## src/rtl/alu_pkg.sv

```systemverilog
// alu_pkg: shared definitions for the ALU arbiter slice.
// Holds the default operand/opcode widths, the ALU opcode encoding and the
// arbiter FSM state type. Imported by alu_arbiter and rr_arb2.
package alu_pkg;

    localparam int DATA_W = 8;
    localparam int OP_W   = 3;

    // ALU opcode encoding; 3'b101..3'b111 make the ALU return 0.
    localparam logic [2:0] OP_ADD = 3'b000;
    localparam logic [2:0] OP_SUB = 3'b001;
    localparam logic [2:0] OP_AND = 3'b010;
    localparam logic [2:0] OP_OR  = 3'b011;
    localparam logic [2:0] OP_XOR = 3'b100;

    typedef enum logic [1:0] {
        IDLE = 2'd0,
        EXEC = 2'd1,
        RESP = 2'd2
    } state_t;

endpackage

```

## src/rtl/alu_arbiter_rr_arb2.sv

```systemverilog
// rr_arb2: two-way round-robin grant, purely combinational.
// Ports:
//   valid0, valid1 : request valids
//   prio           : tie-break pointer, 0 favours requester 0
//   any            : at least one requester is valid
//   gnt            : winning requester index (0 or 1), meaningful when any=1
module rr_arb2
    import alu_pkg::*;
(
    input  logic valid0,
    input  logic valid1,
    input  logic prio,
    output logic any,
    output logic gnt
);

    assign any = valid0 | valid1;
    // A lone requester always wins; the pointer only breaks ties.
    assign gnt = (valid0 && valid1) ? prio : valid1;

endmodule

```

## src/rtl/alu_arbiter.sv

```systemverilog
// alu_arbiter: shares one external combinational ALU between two requesters.
// A command is accepted in IDLE, its operands drive the ALU during EXEC, the
// captured result is offered back to the granted requester in RESP.
// Optional feature macro: ALU_FLAGS_EN adds rsp0_zero/rsp1_zero outputs.
// Ports:
//   clk, rst                      : clock, synchronous active-high reset
//   reqN_valid/ready/op/a/b       : command handshake for requester N
//   rspN_valid/ready/data         : result handshake for requester N
//   alu_op, alu_a, alu_b          : registered operands to the ALU
//   alu_result                    : combinational ALU result
//   rspN_zero (ALU_FLAGS_EN only) : result-was-zero flag, travels with data
//
// state | meaning
// IDLE  | waiting for a command; ready follows the arbiter grant
// EXEC  | ALU sees latched operands; result captured at end of cycle
// RESP  | result held on rsp of granted requester until taken
module alu_arbiter #(
    parameter int DATA_W = alu_pkg::DATA_W,
    parameter int OP_W   = alu_pkg::OP_W
) (
    input  logic              clk,
    input  logic              rst,
    input  logic              req0_valid,
    output logic              req0_ready,
    input  logic [OP_W-1:0]   req0_op,
    input  logic [DATA_W-1:0] req0_a,
    input  logic [DATA_W-1:0] req0_b,
    output logic              rsp0_valid,
    input  logic              rsp0_ready,
    output logic [DATA_W-1:0] rsp0_data,
    input  logic              req1_valid,
    output logic              req1_ready,
    input  logic [OP_W-1:0]   req1_op,
    input  logic [DATA_W-1:0] req1_a,
    input  logic [DATA_W-1:0] req1_b,
    output logic              rsp1_valid,
    input  logic              rsp1_ready,
    output logic [DATA_W-1:0] rsp1_data,
    output logic [OP_W-1:0]   alu_op,
    output logic [DATA_W-1:0] alu_a,
    output logic [DATA_W-1:0] alu_b,
    input  logic [DATA_W-1:0] alu_result
`ifdef ALU_FLAGS_EN
    ,
    output logic              rsp0_zero,
    output logic              rsp1_zero
`endif
);

    import alu_pkg::*;

    state_t            state;
    logic              prio;
    logic              gnt_q;
    logic [OP_W-1:0]   op_q;
    logic [DATA_W-1:0] a_q;
    logic [DATA_W-1:0] b_q;
    logic [DATA_W-1:0] res_q;
    logic              rsp0_valid_q;
    logic              rsp1_valid_q;
    logic              arb_any;
    logic              arb_gnt;
    logic              take;
    logic              rsp_done;

    rr_arb2 u_arb (
        .valid0 (req0_valid),
        .valid1 (req1_valid),
        .prio   (prio),
        .any    (arb_any),
        .gnt    (arb_gnt)
    );

    // rst masks ready so nothing looks accepted while reset is held.
    assign take       = !rst && (state == IDLE) && arb_any;
    assign req0_ready = take && !arb_gnt;
    assign req1_ready = take && arb_gnt;

    assign rsp_done = (rsp0_valid_q && rsp0_ready) || (rsp1_valid_q && rsp1_ready);

    always_ff @(posedge clk) begin
        if (rst) begin
            state        <= IDLE;
            prio         <= 1'b0;
            gnt_q        <= 1'b0;
            op_q         <= '0;
            a_q          <= '0;
            b_q          <= '0;
            res_q        <= '0;
            rsp0_valid_q <= 1'b0;
            rsp1_valid_q <= 1'b0;
        end else begin
            case (state)
                IDLE: begin
                    if (arb_any) begin
                        op_q  <= arb_gnt ? req1_op : req0_op;
                        a_q   <= arb_gnt ? req1_a  : req0_a;
                        b_q   <= arb_gnt ? req1_b  : req0_b;
                        gnt_q <= arb_gnt;
                        prio  <= !arb_gnt;
                        state <= EXEC;
                    end
                end
                EXEC: begin
                    res_q        <= alu_result;
                    rsp0_valid_q <= !gnt_q;
                    rsp1_valid_q <= gnt_q;
                    state        <= RESP;
                end
                RESP: begin
                    if (rsp_done) begin
                        rsp0_valid_q <= 1'b0;
                        rsp1_valid_q <= 1'b0;
                        state        <= IDLE;
                    end
                end
                default: state <= IDLE;
            endcase
        end
    end

    assign alu_op     = op_q;
    assign alu_a      = a_q;
    assign alu_b      = b_q;
    assign rsp0_valid = rsp0_valid_q;
    assign rsp1_valid = rsp1_valid_q;
    assign rsp0_data  = res_q;
    assign rsp1_data  = res_q;

`ifdef ALU_FLAGS_EN
    logic zero_q;

    always_ff @(posedge clk) begin
        if (rst) begin
            zero_q <= 1'b0;
        end else if (state == EXEC) begin
            zero_q <= (alu_result == '0);
        end
    end

    assign rsp0_zero = zero_q;
    assign rsp1_zero = zero_q;
`else
    // No result flags in this build.
`endif

endmodule
```

## config.mk

```make
export PLATFORM = sky130hd
export DESIGN_NAME = alu_arbiter
export DESIGN_NICKNAME = d
export VERILOG_FILES = /design/src/rtl/alu_pkg.sv /design/src/rtl/alu_arbiter_rr_arb2.sv /design/src/rtl/alu_arbiter.sv
export SDC_FILE = /design/constraint.sdc
export NUM_CORES = 1
export LEC_CHECK = 0
export ABC_CLOCK_PERIOD_IN_PS = 2570
export CAP_MARGIN = 20
export CORE_UTILIZATION = 41
export CTS_CLUSTER_SIZE = 25
export DETAILED_ROUTE_END_ITERATION = 8
export HOLD_SLACK_MARGIN = 0.06
export PLACE_DENSITY_LB_ADDON = 0.3
export SKIP_LAST_GASP = 1
export SLEW_MARGIN = 20
export SYNTH_ARGS = -nofsm -noshare
export SYNTH_HDL_FRONTEND = slang
export SYNTH_SLANG_ARGS = --single-unit
```

## constraint.sdc

```tcl
create_clock -name clk -period 2.57 [get_ports clk]
set_clock_uncertainty 0.2 [all_clocks]
set_input_delay 0.257 -clock clk [delete_from_list [all_inputs] [get_ports clk]]
set_output_delay 0.257 -clock clk [all_outputs]
set_load 0.05 [all_outputs]
```

Yosys cells after proc, flatten, opt, wreduce, memory -nomap -nowiden:

Index checks and enable logic that the tools add are counted.

* eq/ne operators: 4
* mux-type cells: 10
* bitwise logic cells: 1
* reduce and logical (&&, ||, !) cells: 16

Operators by type and width (count)
* $mux W8: 2
* $logic_and A1 B1 Y1: 7
* $pmux W2 S3: 1
* $reduce_and A2 Y1: 3
* $mux W2: 2
* $ne A2 B2 Y1 const B: 2
* $pmux W1 S2: 2
* $logic_not A1 Y1: 3
* $mux W3: 1
* $eq A2 B1 Y1 const B: 1
* $eq A2 B2 Y1 const B: 1
* $logic_not A2 Y1: 1
* $mux W1: 2
* $reduce_bool A2 Y1: 1
* $logic_or A1 B1 Y1: 1
* $or A1 B1 Y1: 1

* register bits after elaboration: 33
* input port bits: 52
* output and inout port bits: 39
* word-level logic and storage cells: 40

Longest topological paths before layout:

* word-level depth: 4
* mapped depth: 6
* gate-level depth less buffers: 3

Cells and area by module:

Synthesis repeated with hierarchy kept, for this count alone.

* cell total of the unflattened synthesis: 163
* area, all modules: 1567.8 µm²

Modules (own cells, without submodules)
* alu_arbiter: times used 1, cells each 160, area an instance 1550.2 µm², sequential area each 660.6 µm²
* rr_arb2: times used 1, cells each 3, area an instance 17.5 µm², sequential area each 0.0 µm²

Worst setup path before layout:

OpenSTA, ideal clock, no wires.

* path kind: register -> output
* start point: reg state[0]
* end point: out req1_ready
* arrival time: 2.434 ns
* required time: 2.113 ns
* slack: -0.321 ns
* stages on the path, launching flop included: 5
* cell sequence: dfxtp_1 nor2_2 clkbuf_1 nand2_1 nor4_1

* word-level cells in the longest chain between the ends: 4

Ends and longest elaborated chain
* from (decl): RTL line alu_arbiter.sv:52 `state_t state;`
* from (signal assigned): RTL line alu_arbiter.sv:83 `state <= IDLE;`
* from (signal assigned): RTL line alu_arbiter.sv:101 `state <= EXEC;`
* from (signal assigned): RTL line alu_arbiter.sv:108 `state <= RESP;`
* $logic_not A2 Y1: RTL line alu_arbiter.sv:75 `assign take = !rst && (state == IDLE) && arb_any;`
* $logic_and A1 B1 Y1 (2 in series): RTL line alu_arbiter.sv:75
* $logic_and A1 B1 Y1: RTL line alu_arbiter.sv:77 `assign req1_ready = take && arb_gnt;`
* to (decl): RTL line alu_arbiter.sv:32 `output logic req1_ready,`

No other way between the ends.

Worst setup path in the final report:

* start point: in req0_valid
* end point: out req1_ready

* word-level cells in the longest chain between the ends: 3
* elaborated cells on any way between the ends: 5
* those cells by class: mux (1); bitwise (1); reduce/logical (3)

Ends and longest elaborated chain
* from (decl): RTL line alu_arbiter.sv:23 `input logic req0_valid,`
* $or A1 B1 Y1 / $logic_and A1 B1 Y1 (equally long branches): RTL line alu_arbiter_rr_arb2.sv:17, alu_arbiter_rr_arb2.sv:19
* $logic_and A1 B1 Y1 / $mux W1 (equally long branches): RTL line alu_arbiter.sv:75, alu_arbiter_rr_arb2.sv:19
* $logic_and A1 B1 Y1 (*): RTL line alu_arbiter.sv:77

Mark *: on every way between the ends. The rest lies on a longest branch, timed or not.

==> run_results.csv <==
group,metric,value,unit
grt,grtUsageTotal,22.6,%
cells_and_area,fill_cells,327,
yosys,synth.area.mux_share,0,%
clock_tree,cts.sinks,33,
die,num_io_pins,91,
timing,finalSetupViolCount,0,
yosys,ys_types,24,
setup_path,worst-r2r-cell-count,3,
clock_tree,ctsHtreeMaxLevel,2,
timing,rsz0062_at_grt,"no",
yosys,yosys.area_share.simple,16.3,%
die,fp.dieH,64.9,um
detailed_routing,drt_wl_total,4600,um
detailed_routing,initialDrtViolationCount,137,
yosys,yosys_warnings,0,
setup_path,crit_path_end,"req1_ready",
setup_path,reg2reg_slack,0.53,ns
setup_path,worstReg2RegStart,"state[1]",
clock_tree,cts_max_path_buffers,2,
yosys,postSynthAreaPerCell,8.37,um^2
detailed_routing,viasPerCell,5.52,
die,coreArea,3720,um^2
placement,routabilityCongestion,0.821,
detailed_routing,drc,0,
timing,drv_slew,0,
timing,fin_tns_setup,0,ns
yosys,synth-seq-cells,33,
placement,placedCellCount,312,
clock_tree,cts_tree,"done",
clock_tree,cts-resized-gates,0,
cells_and_area,area_delta_synth_final,60.9,%
pwr,p_per_area,648,nW/um^2
clock_tree,cts_buffers,5,
setup_path,cp-end-kind,"primary output",
yosys,synthArstFlopShare,0,%
setup_path,critPathArrivalTime,1.80,ns
setup_path,critPathLaunchType,"primary input",
die,row_count,22,
cells_and_area,n_antenna_cell,0,
pwr,p_leak,0.911,nW
timing,timing.final.crit_share,87.9,%
detailed_routing,dr_total_vias,1760,
yosys,synth_compound_area_share,32.4,%
clock_tree,postCtsHoldBufs,0,
yosys,synthAdderAreaFrac,0,%
min_path,holdCritStartpoint,"rsp0_data[2]",
timing,min_period,2.26,ns
min_path,hp-class,"flip-flop to flip-flop",
clock_tree,clk_latency,0.28,ns
grt,antenna_found_initial,0,
grt,grt_pass1_vias,1679,
detailed_routing,dr.pass1.iters,4,
timing,fmax,443,MHz
placement,place_hpwl,3160,um
yosys,syn_area,1620,um^2
setup_path,crit_required,2.11,ns
cells_and_area,finalNonFillerCells,319,
die,die_w,64.9,um
timing,hold_viol,0,
yosys,syn_inst,194,
placement,dp_slack,0.169,ns
grt,grt_pass1_wl,7480,um
timing,slew_headroom,41.0,%
run,cap_violations,0,
setup_path,setup.worst_path.start,"req0_valid",
placement,portBuffers,90,
yosys,synth-seq-area-share,40.7,%
cells_and_area,nets,323,
cells_and_area,drive_above_1_share,11.1,%
yosys,synth_top_family_by_area,"compound AO/OA/AOI/OAI gates",
setup_path,crit_type,"primary input to primary output",
detailed_routing,wl_per_cell,14.4,um
yosys,syn-num-nets,246,
yosys,synth-edff-count,0,
clock_tree,root_buffer,"clkbuf_8",
clock_tree,clkSlewWorstSetupHoldPaths,0.06,ns
pwr,peakVddDrop,0.000339,V
yosys,synthFlopType,"dfxtp_1",
grt,grt_overflow_total,0,
yosys,synth-xor-area-share,0,%
setup_path,reg2reg_to,"alu_b[3]",
die,start_util,43.7,%
timing,worst_slack,0.311,ns
grt,grt_max_degree,26,
outcome,status,"completed",
setup_path,crit_fanout,9,
detailed_routing,ant_nets,0,
clock_tree,cts_setup_buffers,0,
timing,worstMarginPinSlew,0.886,ns
die,fp.dieArea,4220,um^2
[final cells by class]
class | instances | area, um^2 | area share [%]
multi-input cells | 128 | 802 | 30.7
clock buffers | 7 | 86.3 | 3.30
well taps | 48 | 60.1 | 2.30
flip-flops and latches | 33 | 661 | 25.3
inverters | 4 | 15.0 | 0.575
repair buffers | 99 | 988 | 37.8
[how the worst min path moves through the flow]
stage / endpoint / cells after the start / slack [ns]
final: rsp0_data[2] / 2 / 0.27
after global placement: rsp0_data[2] / 2 / 0.25
after floorplan: rsp0_data[0] / 2 / 0.19
after CTS: rsp0_data[3] / 2 / 0.27
after detailed placement: rsp0_data[3] / 2 / 0.26
after global routing: rsp0_data[5] / 2 / 0.30
[kinds of logic (layout without fill, tap and decap cells)]
group                  Yosys count  in the layout
flip-flops                      33             33
AO/OA/AOI/OAI                   74             74
buffers and inverters           33            110
AND/OR/NAND/NOR                 54             54
[report_power, final]
part           switching [mW]  leakage (nW)  internal, mW
clock                   0.177        0.0443         0.212
sequential             0.0449         0.273         0.573
combinational           0.416         0.594         0.270
[sequential cells by signal (all words and copies together) (netlist names)]
register    count
state           2
alu_a           8
alu_op          3
prio            1
rsp0_valid      1
rsp1_valid      1
alu_b           8
gnt_q           1
rsp0_data       8
[worst max-delay path, cell delays in order]
cell	delay [ns]
clkdlybuf4s50_1	0.50
or2_1	0.29
nand2_1	0.17
nor4_2	0.39
buf_12	0.19
[layout by cell type (no fill, tap or decap)]
cell / instances
a2111oi_0: 2
a211oi_2: 1
a21bo_1: 1
a21oi_1: 30
a311oi_1: 11
a311oi_2: 10
and2_1: 1
buf_12: 2
buf_4: 9
clkbuf_1: 1
clkbuf_8: 6
clkdlybuf4s50_1: 88
dfxtp_1: 33
inv_1: 4
nand2_1: 19
nand2b_1: 2
nand3_1: 20
nand4b_1: 1
nor2_1: 2
nor2_2: 1
nor2b_1: 5
nor3b_1: 1
nor4_2: 1
o21ai_0: 19
or2_1: 1
[synth_stat cells (all sizes together) (2+ instances only)]
cell | instances | area, um^2
a2111oi | 2 | 17.5
clkbuf | 16 | 60.1
nand3 | 20 | 100
nand2 | 19 | 71.3
nor2 | 3 | 13.8
inv | 4 | 15.0
a21oi | 30 | 150
nor2b | 5 | 31.3
buf | 13 | 97.6
dfxtp | 33 | 661
nand2b | 2 | 12.5
o21ai | 19 | 95.1
a311oi | 21 | 246
[metal layers]
layer / wire (um) / up-vias / track usage, %
li1: - / 856 / -
met1: 1940 / 830 / 25.3
met2: 2260 / 70 / 40.5
met3: 354 / 4 / 6.69
met4: 42 / 0 / 7.22
met5: 0 / - / 0
[per-stage QoR]
stage                     total power, mW  area [um^2]  utilization (%)  hold slack (ns)
after detailed placement             1.31         2530             68.0            0.264
after global placement               1.30         2530             68.0            0.255
after CTS                            1.70         2610             70.3            0.273
after floorplan                      1.07         1640                -            0.193
final                                1.69         2610             70.3            0.270
after global routing                 1.77         2610             70.3            0.297
Note: power is estimated with default switching activity, not from simulation.
==> patch 1 (same flow settings) <==
The option `ALU_FLAGS_EN` is turned on by a define.
--- a/src/rtl/alu_arbiter.sv
+++ b/src/rtl/alu_arbiter.sv
@@ -14,6 +14,8 @@
 // IDLE  | waiting for a command; ready follows the arbiter grant
 // EXEC  | ALU sees latched operands; result captured at end of cycle
 // RESP  | result held on rsp of granted requester until taken
+`define ALU_FLAGS_EN
+
 module alu_arbiter #(
     parameter int DATA_W = alu_pkg::DATA_W,
     parameter int OP_W   = alu_pkg::OP_W
Function (old outputs only; new: rsp0_zero and rsp1_zero): kept (Yosys induction, for registers that start in step).
==> patch 1 against the original RTL <==
  * Area after synthesis is 2.6% higher
  * Setup slack better by 0.23 ns
  * Via count hardly changed
  * Combinational power is 0.7% lower
  * Total power is 1.3% lower
  * Design area is 1.2% higher
  * Highest routed layer unchanged
  * Routed wire length is 0.50% lower
  * Sequential cell count is 1 higher
  * Utilization is 0.20 points lower
  * Register-to-register slack better by 0.48 ns
==> patch 1: results (changes against the original RTL) <==
Placement
  – Area after DPL: 2570 µm² (+1.6%)
  – # placed instances: 318 (+1.9%)
  – Post-DP HPWL: 3.29 mm (+4.0%)
  – GP Congestion: 0.763 (-7.0%)
  – Port Buffers: 92 (+2.2%)

Timing
  – Final hold slack: 0.272 ns (+0.00270 ns)
  – Max Fclk: 492 MHz (+11%)
  – Final count of pins violating max slew: 0 (unchanged)
  – Worst slew pin tran: 0.650 ns (-0.236 ns)

Global route
  – Gr usage total: 0.221 (-0.00570)
  – Vias in the first global route: 1579 (-6.0%)
  – Pin count of the biggest net entering global routing: 34 (+31%)
  – Met3 GRT Util: 0.0712 (+0.00428)
  – Global-route met1 utilization: 0.268 (+0.0144)
  – First-pass GRT wire length: 7.27 mm (-2.8%)
  – Met2 Use GR: 0.362 (-0.0427)

Critical path
  – RR Endpoint: rsp0_zero
  – FF-to-FF Start: state[0]
  – Slowest stage delay, CP: 0.54 ns (+0.04 ns)
  – Start point of the critical path: req1_valid
  – CP max stage cell: clkdlybuf4s50_1
  – Largest delay contributor family on the critical path: buffers and inverters
  – Register-to-register setup slack: 1.01 ns (+0.48 ns)
  – Max FO, Critical Path: 4 (-5)

CTS
  – Clock transition at path regs: 0.07 ns
  – Post-CTS setup buffers: 0 (unchanged)
  – Clk_lat worst skew: 0.28 ns (about the same)
  – CTS Buf Count: 5 (unchanged)
  – CTS root buf: clkbuf_8

Synth
  – Post-synthesis net count: 253 (+2.8%)
  – Ys async rst share: 0 (unchanged)
  – Netlist cell types: 27 (+13%)
  – Post-synthesis sequential area ratio: 0.408 (+0.00163)
  – Post-Synthesis Cells: 201 (+3.6%)
  – Synth top cells by count: a21oi_1 (34), dfxtp_1 (34), nand3_1 (22)
  – Main area contributors after synthesis: dfxtp_1 (41%), a21oi_1 (10%), a311oi_2 (9.0%)

Run status
  – Status: complete, no violations

Power and ir drop
  – Peak VDD IR: 0.000346 V (+2.0%)
  – Lkg Pwr: 0.902 nW (-0.99%)
  – Pint: 1.04 mW (-1.6%)

Drt
  – Metal2 WL: 2.31 mm (+2.1%)
  – Met3 routed WL: 356 µm (+0.56%)
  – WL met1: 1.84 mm (-5.1%)
  – Top Metal Used: met4
  – DR iter-0 viols: 166 (+21%)
  – Post-Route WL: 4.58 mm (-0.50%)
  – Vias per Instance: 5.42 (-1.8%)

Layout
  – Share of cells above drive strength 1: 0.101 (-0.00962)
  – Layout Cells excl Fill: 325 (+1.9%)
  – Multi-input combinational cell area: 818 µm² (+2.0%)
  – Layout fillers: 316 (-3.4%)

Worst hold path
  – Hold-critical path endpoint: rsp0_data[6]
  – Hold Crit Start: rsp0_data[6]
[patch 1: changes by cell type after synthesis, sizes merged, moves of 2 or more]
cell | unedited run | this run
a21oi | 30 | 34
nor4 | 1 | 4
a311oi | 21 | 19
nand3 | 20 | 22
a2111oi | 2 | 0
nor2b | 5 | 2
[patch 1: layout make-up]
class,count,area share
Timing Repair Buffer,99,0.376
Tap cell,48,0.0227
Sequential cell,34,0.257
Multi-Input combinational cell,133,0.310
Inverter,4,0.00568
Clock buffer,7,0.0289
[patch 1: kinds of logic after synthesis]
kind of cell / Yosys count / synth area share
compound gates: 78 / 0.323
simple gates: 55 / 0.161
buf+inv: 34 / 0.107
flops: 34 / 0.408
[patch 1: power by group through the flow]
stage	Clock, mW	Sequential, mW	Combinational, mW
3_5_place_dp	0	0.636	0.680
4_1_cts	0.370	0.625	0.681
6_report	0.366	0.625	0.680
5_1_grt	0.392	0.633	0.722
2_1_floorplan	0	0.816	0.263
3_3_place_gp	0	0.635	0.674
==> patch 2 (config.mk and constraints unchanged) <==
Without the edit above. The 3 states of `state_t` get a one-hot encoding in 3 bits.
--- a/src/rtl/alu_pkg.sv
+++ b/src/rtl/alu_pkg.sv
@@ -13,10 +13,10 @@
     localparam logic [2:0] OP_OR  = 3'b011;
     localparam logic [2:0] OP_XOR = 3'b100;
 
-    typedef enum logic [1:0] {
-        IDLE = 2'd0,
-        EXEC = 2'd1,
-        RESP = 2'd2
+    typedef enum logic [2:0] {
+        IDLE = 3'b001,
+        EXEC = 3'b010,
+        RESP = 3'b100
     } state_t;
 
 endpackage
Behaviour: same outputs for any inputs over 10 cycles, from zero or initial values and one cycle with rst high; not proved beyond that.
==> patch 2 against the original RTL <==
  * Design area is 7.3% lower
  * Register-to-register slack better by 0.08 ns
  * Sequential cell count is 1 higher
  * First-iteration DRC count is 34% lower
  * Utilization is 2.3 points higher
  * Routed wire length is 10% lower
  * Critical path depth is 2 lower
  * Area after synthesis is 11% lower
  * Setup slack worse by 0.17 ns
  * Total power is 9.2% lower
  * Count of clock-buffer cells in the layout is 2 lower
  * Maximum frequency is 7.2% lower
  * Critical path type is now register to primary output
==> patch 2: results (changes against the original RTL) <==
Drt
  – Vias per Instance: 5.52 (about the same)
  – Post-Route WL: 4.14 mm (-10%)
  – DR iter-0 viols: 91 (-34%)
  – Iteration count of the initial detailed-routing pass: 4 (unchanged)
  – WL per Instance: 15.1 µm (+4.7%)

Synth
  – Mean Syn Cell Area: 9.91 µm² (+18%)
  – Ys async rst share: 0 (unchanged)
  – Synthesis Warnings: 0 (unchanged)
  – Main area contributors after synthesis: dfxtp_1 (47%), a32oi_1 (12%), o2bb2ai_1 (12%)
  – Post-synthesis sequential area ratio: 0.473 (+0.0667)
  – Netlist cell types: 24 (unchanged)
  – Post-synthesis net count: 197 (-20%)
  – Synth top cells by count: dfxtp_1 (34), a32oi_1 (19), o2bb2ai_1 (19)

Placement
  – Port Buffers: 90 (unchanged)
  – # placed instances: 266 (-15%)
  – Area after DPL: 2340 µm² (-7.4%)
  – Post-DP HPWL: 2.97 mm (-6.0%)
  – GP Congestion: 0.682 (-17%)
  – Post-place setup slack: 0.408 ns (+0.240 ns)

Critical path
  – CP max stage cell: dfxtp_1
  – Max FO, Critical Path: 14 (+5)
  – Slowest stage delay, CP: 0.61 ns (+0.11 ns)
  – Worst Path Arrival: 1.98 ns (+0.18 ns)

CTS
  – CTS Buf Count: 5 (unchanged)
  – Post-CTS setup buffers: 0 (unchanged)
  – Clock transition at path regs: 0.11 ns (+0.05 ns)
  – Worst-case clock buffer depth: 2 (unchanged)
  – Post-cts sizing count: 0 (unchanged)
  – CTS root buf: clkbuf_4
  – Clk_lat worst skew: 0.34 ns (+0.06 ns)
  – H-tree depth: 2 (unchanged)

Global route
  – Vias in the first global route: 1298 (-23%)
  – Pin count of the biggest net entering global routing: 22 (-15%)
  – Gr usage total: 0.222 (-0.00456)
  – Initial antenna violation count: 0 (unchanged)
  – First-pass GRT wire length: 5.90 mm (-21%)

Timing
  – Worst slew pin tran: 0.588 ns (-0.298 ns)
  – Crit share post-route: 0.947 (+0.0679)

Worst hold path
  – Worst Hold Class: input port to register

Run status
  – Status: complete, no violations

Layout
  – # diodes: 0 (unchanged)
  – Share of cells above drive strength 1: 0.0833 (-0.0274)
  – Nets: 279 (-14%)
  – Layout fillers: 262 (-20%)

Power and ir drop
  – Peak VDD IR: 0.000377 V (+11%)
  – Lkg Pwr: 0.819 nW (-10%)
==> patch 2: cell count changes in the layout (fill, tap and decap cells not counted), moves of 3 or more <==
cell / change
a21oi_1: -20
nand3_1: -20
a32oi_1: +19
o2bb2ai_1: +19
a311oi_1: -11
a311oi_2: -10
o21ai_0: -10
nand2_1: -9
clkbuf_8: -6
clkbuf_4: +5
inv_1: -4
buf_4: -3
nor2b_1: -3
==> patch 2: worst max-delay path, delay by kind of cell (launching register included) <==
family	cells	cell delay, ns
buf+inv	1	0.18
simple gates	2	0.86
flops	1	0.61
==> patch 2: stage by stage <==
step / power (mW) / utilization
2_1_floorplan: 0.937 / -
3_3_place_gp: 1.14 / 0.701
3_5_place_dp: 1.15 / 0.701
4_1_cts: 1.55 / 0.726
5_1_grt: 1.60 / 0.726
6_report: 1.54 / 0.726
==> patch 2: logic make-up after synthesis <==
kind of cell	count (synthesis)	share of synthesized area
AND/OR/NAND/NOR	23	0.0870
AO/OA/AOI/OAI	67	0.351
flip-flops	34	0.473
buffers and inverters	21	0.0888
==> patch 2: routing by layer <==
| layer | vias to the layer above | GRT usage | wire length (µm) | part of all wire |
|---|---|---|---|---|
| met3 | 6 | 0.0819 | 362 | 0.088 |
| met1 | 717 | 0.251 | 1690 | 0.41 |
| met5 | - | 0 | 0 | 0 |
| met2 | 71 | 0.374 | 2040 | 0.49 |
| li1 | 718 | - | - | - |
| met4 | 0 | 0.0974 | 37 | 0.0089 |
==> patch 2: final timing paths <==
kind,from,to,slack [ns],cells past startpoint
min,alu_result[2],rsp0_data[2],0.26,3
max reg2reg,state[0],state[0],0.61,4
min reg2reg,alu_a[3],alu_a[3],0.28,1
max,state[0],req0_ready,0.14,3
==> patch 2: final cells by class <==
type / instances / share of cell area
clock buffer: 5 / 0.0155
clock inverter: 3 / 0.0186
multi-input combinational: 90 / 0.262
sequential: 34 / 0.281
tap: 46 / 0.0238
timing repair buffer: 96 / 0.399
==> patch 2: power by group <==
part / internal (mW) / leakage (nW) / switching (mW) / total [mW]
registers: 0.580 / 0.278 / 0.0418 / 0.621
clock network: 0.204 / 0.0374 / 0.192 / 0.396
logic: 0.216 / 0.504 / 0.304 / 0.520
total: 1.00 / 0.819 / 0.538 / 1.54
